==> src/rtl/ycbcr2rgb.sv <==
// ycbcr2rgb: four-stage pipelined YCbCr to RGB converter.
// The conversion standard is captured on each VS_in rising edge, so a frame
// never switches coefficient sets part-way through. Syncs ride alongside the
// data and RGB is optionally forced to zero outside the active region.
module ycbcr2rgb #(
    parameter int C_DATA_WIDTH = 10,
    parameter bit C_BLANK_ZERO = 1'b1
) (
    input  logic                    clk,
    input  logic                    reset,
    input  logic [1:0]              convert_std,
    input  logic                    VS_in,
    input  logic                    HS_in,
    input  logic                    DE_in,
    input  logic [C_DATA_WIDTH-1:0] Y_in,
    input  logic [C_DATA_WIDTH-1:0] Cb_in,
    input  logic [C_DATA_WIDTH-1:0] Cr_in,
    output logic                    VS_out,
    output logic                    HS_out,
    output logic                    DE_out,
    output logic [C_DATA_WIDTH-1:0] R_out,
    output logic [C_DATA_WIDTH-1:0] G_out,
    output logic [C_DATA_WIDTH-1:0] B_out
);

    localparam int DW = C_DATA_WIDTH;
    localparam int OW = DW + 2;   // offset-removed component width
    localparam int PW = DW + 20;  // product width
    localparam int SW = DW + 22;  // sum width, wide enough that sums never wrap

    localparam logic signed [OW-1:0] Y_OFS  = OW'(16 << (DW - 8));
    localparam logic signed [OW-1:0] C_OFS  = OW'(1 << (DW - 1));
    localparam logic signed [OW-1:0] ZERO_O = '0;
    localparam logic signed [SW-1:0] ROUND  = SW'(1 << 14);

    // Q15 coefficient sets
    localparam logic signed [17:0] SD_KY   =  18'sd32768;
    localparam logic signed [17:0] SD_CRR  =  18'sd44915;
    localparam logic signed [17:0] SD_CBG  = -18'sd11025;
    localparam logic signed [17:0] SD_CRG  = -18'sd22878;
    localparam logic signed [17:0] SD_CBB  =  18'sd56769;
    localparam logic signed [17:0] HD_KY   =  18'sd32768;
    localparam logic signed [17:0] HD_CRR  =  18'sd50451;
    localparam logic signed [17:0] HD_CBG  = -18'sd6002;
    localparam logic signed [17:0] HD_CRG  = -18'sd14997;
    localparam logic signed [17:0] HD_CBB  =  18'sd59459;
    localparam logic signed [17:0] SR_KY   =  18'sd38142;
    localparam logic signed [17:0] SR_CRR  =  18'sd52298;
    localparam logic signed [17:0] SR_CBG  = -18'sd12845;
    localparam logic signed [17:0] SR_CRG  = -18'sd26640;
    localparam logic signed [17:0] SR_CBB  =  18'sd66093;

    // Clamp a Q15 sum to the unsigned output range after dropping 15 fraction bits.
    function automatic logic [DW-1:0] saturate(input logic signed [SW-1:0] s);
        logic [DW-1:0] r;
        if (s[SW-1]) begin
            r = '0;
        end else if (|s[SW-2:DW+15]) begin
            r = '1;
        end else begin
            r = s[DW+14:15];
        end
        return r;
    endfunction

    // ---------------- standard latch ----------------
    logic       vs_prev;
    logic [1:0] std_active;
    logic       vs_rise;
    logic [1:0] std_eff;

    assign vs_rise = VS_in & ~vs_prev;
    // The pixel carrying the VS edge already uses the newly captured standard.
    assign std_eff = vs_rise ? convert_std : std_active;

    // Remember VS_in and capture the requested standard on its rising edge.
    always_ff @(posedge clk or posedge reset) begin
        if (reset) begin
            vs_prev    <= 1'b1;
            std_active <= 2'b00;
        end else begin
            vs_prev <= VS_in;
            if (vs_rise) begin
                std_active <= convert_std;
            end
        end
    end

    // ---------------- stage 1 ----------------
    logic signed [17:0] c_ky, c_crr, c_cbg, c_crg, c_cbb;
    logic signed [OW-1:0] y_sub, yo_n, cbo_n, cro_n;

    // Pick the coefficient set and remove the black/chroma offsets.
    always_comb begin
        c_ky  = SD_KY;
        c_crr = SD_CRR;
        c_cbg = SD_CBG;
        c_crg = SD_CRG;
        c_cbb = SD_CBB;
        if (std_eff[1]) begin
            c_ky  = SR_KY;
            c_crr = SR_CRR;
            c_cbg = SR_CBG;
            c_crg = SR_CRG;
            c_cbb = SR_CBB;
        end else if (std_eff[0]) begin
            c_ky  = HD_KY;
            c_crr = HD_CRR;
            c_cbg = HD_CBG;
            c_crg = HD_CRG;
            c_cbb = HD_CBB;
        end
        y_sub = std_eff[1] ? Y_OFS : ZERO_O;
        yo_n  = $signed({2'b00, Y_in})  - y_sub;
        cbo_n = $signed({2'b00, Cb_in}) - C_OFS;
        cro_n = $signed({2'b00, Cr_in}) - C_OFS;
    end

    logic signed [OW-1:0] s1_yo, s1_cbo, s1_cro;
    logic signed [17:0]   s1_ky, s1_crr, s1_cbg, s1_crg, s1_cbb;
    logic                 s1_vs, s1_hs, s1_de;

    // Stage 1 register: offset-free components plus their coefficient set.
    always_ff @(posedge clk or posedge reset) begin
        if (reset) begin
            s1_yo  <= '0;
            s1_cbo <= '0;
            s1_cro <= '0;
            s1_ky  <= '0;
            s1_crr <= '0;
            s1_cbg <= '0;
            s1_crg <= '0;
            s1_cbb <= '0;
            s1_vs  <= 1'b1;
            s1_hs  <= 1'b1;
            s1_de  <= 1'b0;
        end else begin
            s1_yo  <= yo_n;
            s1_cbo <= cbo_n;
            s1_cro <= cro_n;
            s1_ky  <= c_ky;
            s1_crr <= c_crr;
            s1_cbg <= c_cbg;
            s1_crg <= c_crg;
            s1_cbb <= c_cbb;
            s1_vs  <= VS_in;
            s1_hs  <= HS_in;
            s1_de  <= DE_in;
        end
    end

    // ---------------- stage 2 ----------------
    logic signed [PW-1:0] p_y, p_crr, p_cbg, p_crg, p_cbb;
    logic                 s2_vs, s2_hs, s2_de;

    // Stage 2 register: the five partial products, operands sign-extended first.
    always_ff @(posedge clk or posedge reset) begin
        if (reset) begin
            p_y   <= '0;
            p_crr <= '0;
            p_cbg <= '0;
            p_crg <= '0;
            p_cbb <= '0;
            s2_vs <= 1'b1;
            s2_hs <= 1'b1;
            s2_de <= 1'b0;
        end else begin
            p_y   <= PW'(s1_yo)  * PW'(s1_ky);
            p_crr <= PW'(s1_cro) * PW'(s1_crr);
            p_cbg <= PW'(s1_cbo) * PW'(s1_cbg);
            p_crg <= PW'(s1_cro) * PW'(s1_crg);
            p_cbb <= PW'(s1_cbo) * PW'(s1_cbb);
            s2_vs <= s1_vs;
            s2_hs <= s1_hs;
            s2_de <= s1_de;
        end
    end

    // ---------------- stage 3 ----------------
    logic signed [SW-1:0] s3_r, s3_g, s3_b;
    logic                 s3_vs, s3_hs, s3_de;

    // Stage 3 register: channel sums with the half-LSB rounding term.
    always_ff @(posedge clk or posedge reset) begin
        if (reset) begin
            s3_r  <= '0;
            s3_g  <= '0;
            s3_b  <= '0;
            s3_vs <= 1'b1;
            s3_hs <= 1'b1;
            s3_de <= 1'b0;
        end else begin
            s3_r  <= SW'(p_y) + SW'(p_crr) + ROUND;
            s3_g  <= SW'(p_y) + SW'(p_cbg) + SW'(p_crg) + ROUND;
            s3_b  <= SW'(p_y) + SW'(p_cbb) + ROUND;
            s3_vs <= s2_vs;
            s3_hs <= s2_hs;
            s3_de <= s2_de;
        end
    end

    // ---------------- stage 4 ----------------
    logic blank;
    assign blank = C_BLANK_ZERO && !s3_de;

    // Output register: scale back to integer, clamp, and blank outside DE.
    always_ff @(posedge clk or posedge reset) begin
        if (reset) begin
            R_out  <= '0;
            G_out  <= '0;
            B_out  <= '0;
            VS_out <= 1'b1;
            HS_out <= 1'b1;
            DE_out <= 1'b0;
        end else begin
            R_out  <= blank ? '0 : saturate(s3_r);
            G_out  <= blank ? '0 : saturate(s3_g);
            B_out  <= blank ? '0 : saturate(s3_b);
            VS_out <= s3_vs;
            HS_out <= s3_hs;
            DE_out <= s3_de;
        end
    end

endmodule

==> config.mk <==
export PLATFORM = sky130hd
export DESIGN_NAME = ycbcr2rgb
export DESIGN_NICKNAME = d
export VERILOG_FILES = /design/src/rtl/ycbcr2rgb.sv
export SDC_FILE = /design/constraint.sdc
export NUM_CORES = 2
export LEC_CHECK = 0
export CORE_MARGIN = 5
export CORE_UTILIZATION = 39
export CTS_CLUSTER_DIAMETER = 60
export DETAILED_ROUTE_END_ITERATION = 8
export PLACE_DENSITY = 0.59
export SLEW_MARGIN = 25
export SYNTH_ARGS = -nofsm -noshare
export SYNTH_HDL_FRONTEND = slang
export SYNTH_SLANG_ARGS = --single-unit
==> constraint.sdc <==
create_clock -name clk -period 27.3 [get_ports clk]
set_clock_uncertainty 0.2 [all_clocks]
set_input_delay 4.095 -clock clk [delete_from_list [all_inputs] [get_ports clk]]
set_output_delay 4.095 -clock clk [all_outputs]
set_load 0.03 [all_outputs]
### Word-level counts from Yosys, hierarchy flattened

Cells that the tools add are included.

* input bits: 37
* word-level logic and storage cells: 72
* register bits after elaboration: 388
* output and inout bits: 33

* reductions and logical operators: 3
* bitwise operators: 2
* mux-type cells: 20
* add/subtract/negate cells: 10
* multiply operators: 5

Operators by type and width (number)
* $mux W10: 9
* $add A30 B16 Y31 const B: 2
* $mux W15: 4
* $mul A11 B17 Y28: 2
* $mux W14: 3
* $add A28 B29 Y30: 1
* $add A29 B16 Y30 const B: 1
* $add A29 B27 Y30: 1
* $add A28 B26 Y29: 1
* $add A28 B28 Y29: 1
* $mul A11 B18 Y29: 1
* $mul A11 B16 Y27: 1
* $mul A11 B15 Y26: 1
* $sub A10 B10 Y11 const B: 2
* $reduce_or A6 Y1: 3
* $mux W17: 1
* $mux W13: 1
* $sub A10 B7 Y11: 1
* $mux W7: 1
* $mux W2: 1
* $and A1 B1 Y1: 1
* $not A1 Y1: 1

### Depth between registers and ports, before layout

* word-level depth: 5
* gate-level depth with buffers: 24
* mapped depth without buffers: 21

### Least setup slack after synthesis

Ideal clock, no wire load.

* path type: reg2reg
* start point: reg, netlist name s1_cbb[0]
* end point: reg, netlist name p_crg[26]
* required time: 26.975 ns
* arrival: 5.989 ns
* path buffers: 4
* setup slack: 20.986 ns
* stages on the path, launching flop included: 23
* path through: dfrtp_1 > clkbuf_1 > clkbuf_1 > buf_1 > nand2_1 > fa_1 > inv_1 > fa_1 > fa_1 > fa_1 > inv_1 > fa_1 > inv_1 > ha_1 > buf_6 > a21o_1 > a31o_1 > a2111oi_4 > o31ai_2 > a2111oi_4 > nor3_1 > or2_1 > xor2_1

==> impl_metrics.toml <==
[critical_path]
crit_family = "adder cells"
path_max_fanout = 36
timing.rr.start = "s1_cbb[0]"
crit_path_start = "s1_cbb[0]"
r2r_cells = 19
crit_chain = "buf_4, nand2_1, fa_1, inv_1, fa_1, fa_1, fa_1, inv_1, fa_1, inv_1, ha_1, a21o_1, a31o_1, a2111oi_4, o31ai_2, a2111oi_4, nor3_1, or2_1, xor2_1"
criticalPathCategory = "reg2reg"
critPathSlowestCell = "fa_1"
slowest_delay_ns = 0.61
cp-start-kind = "flip-flop"
required_ns = 27.56
crit_path_end_kind = "flip-flop"
path_common_cell = "fa_1"
arrival_ns = 7.15
cp_num_cells = 19
path_buf_inv = 4

[timing]
setup_viol = 0
layout_worst_path_cycle_share = 0.252
final_hold_viol_count = 0
rsz0062_at_grt = "false"
fmax_mhz = 145
worst_pin_slew_ns = 0.967
tns_ns = 0
drv_slew = 0
min_period_ns = 6.88
relSlewSlack = 0.354
holdWs_ns = 0.147

[synth]
synth_ff_type = "dfrtp_1"
yosysSeqAreaShare = 0.184
synth_edf_count = 0
synth_nets = 4780
synthArstFlopShare = 1.00
synth-seq-cells = 271
avgSynthCellArea_um2 = 10.3
ys_types = 85
ys_warn_count = 0
netlist_area_mm2 = 0.0368
netlist.top_cell.by_area = "fa_1"
synthTopCellsByArea = "fa_1 30%, ha_1 21%, dfrtp_1 18%"
yosysTopAreaCellShare = 0.304
syn_inst = 3570

[min_path]
worstHoldStart = "s2_de"
min_path_type = "reg2reg"
min_path_cells = 0

[floorplanning]
die_area_mm2 = 0.101
start_util = 0.394
row_count = 112
io_pins = 70
core-area_mm2 = 0.0936
dieHeight_um = 317
dieWidth_um = 317

[detailed_routing]
wl_mm = 101
drt_pass1_iterations = 5
initialDrtViolationCount = 1528
remaining_drc_errors = 0
num_vias = 24506
avgViaCountPerCell = 4.97
wl_per_cell_um = 20.5
drtAntennaViolNets = 0

[run]
max_cap_viol_count = 0

[global_route]
overflow = 0
grt_usage = 0.208
grt_start_max_net_pins = 165
antenna_found_initial = 2
grt_pass1_vias = 26460
grt_pass1_wl_mm = 159

[finish]
area_delta_synth_final_pct = 10.2
fin_util = 0.434
layout.nets = 4850
final_cell_area_mm2 = 0.0406
drive_above_1_share = 0.0359
layout_commonest_cell = "inv_1"
most-common-layout-cells = "808 x inv_1, 614 x ha_1, 559 x fa_1, 262 x dfrtp_1, 163 x nand2_1"

[clock_network]
cts_buffers = 43
post_cts_resized = 0
post_cts_buffers = 0
path_clk_slew_ns = 0.06
cts_buffer_depth = 3
htreeDepth = 2
clk_latency_ns = 0.61
cts_tree = "built"
cts_sinks = 271
cts-hold-fix-buffers = 0
root_buffer = "clkbuf_16"

[status]
status = "completed"

[placement]
gp_routability_congestion = 0.979
hpwl_mm = 86.3
port_buffers = 69
place_area_mm2 = 0.0390
==> worst paths after layout <==
kind,slack (ns),to
min in group asynchronous,3.83,B_out[0]
setup / recovery,20.42,p_crg[26]
max in group asynchronous,21.70,s1_ky[12]
hold reg to reg,0.15,s3_de
hold / removal,0.15,s3_de
setup reg to reg,20.42,p_crg[26]
==> cell type report <==
cell class                 instances  area (um2)
inverter                         809        3040
tap                             1254        1570
timing repair buffer              80         806
clock inverter                    32         490
fill                            9040       53000
sequential                       271        6790
multi-input combinational       2435       26800
clock buffer                      47        1100
antenna                            2        5.00
==> stage by stage <==
stage / setup WS (ns) / std cells
floorplan: 15.55 / 3570
global placement: 20.53 / 4848
detailed placement: 20.48 / 4848
CTS: 20.48 / 4927
global route: 20.00 / 4928
finish: 20.42 / 4930
==> Yosys cell counts, types with 5 or more instances <==
cell / number
and3_1: 18
inv_1: 809
a211oi_1: 22
xor2_1: 47
dfstp_2: 8
a211o_1: 5
fa_1: 559
nor4_1: 8
o31ai_1: 5
a21boi_0: 6
xnor2_1: 128
o21a_1: 48
or2_2: 15
nand2b_1: 23
a31oi_1: 16
clkbuf_1: 49
dfrtp_1: 263
nand2_1: 163
o211ai_1: 10
o21bai_1: 27
o21ai_0: 80
and4_1: 6
nand3_1: 39
a2111oi_0: 5
and2_1: 115
o22ai_1: 5
a21o_1: 82
nor2b_1: 29
ha_1: 614
nand4_1: 15
nor3_1: 20
a21oi_1: 140
nor2_1: 99
==> sequential cells by signal, summed over array words and instances (netlist names), 2 cells and up <==
name and cells:
p_cbg 29, s3_g 17, s1_yo 11, p_crr 28
G_out 10, p_crg 29, s1_cbg 2, B_out 10
s1_cro 10, p_y 27, s1_cbb 4, s3_b 16
R_out 10, s3_r 16, p_cbb 28, s1_cbo 10
==> kinds of logic after synthesis <==
| group | after synthesis | synth area share |
|---|---|---|
| and+or+nand+nor | 563 | 0.0768 |
| buffers and inverters | 864 | 0.0882 |
| adders and majority gates | 1174 | 0.512 |
| xor gates and xnor gates | 175 | 0.0416 |
| other | 2 | 0.000204 |
| AOI/OAI and AO/OA | 519 | 0.0959 |
| muxes | 2 | 0.000543 |
| DFF | 271 | 0.184 |
==> layer usage <==
layer	GRT usage	vias up	wire, um
met5	0	-	0
met3	0.0542	176	7510
met4	0.0752	0	4260
met2	0.318	696	43700
li1	-	11574	-
met1	0.287	12060	45600
Power is left out: the tool's default activity adds up to more than one toggle a clock period on the data nets, which glitch-free logic cannot reach.
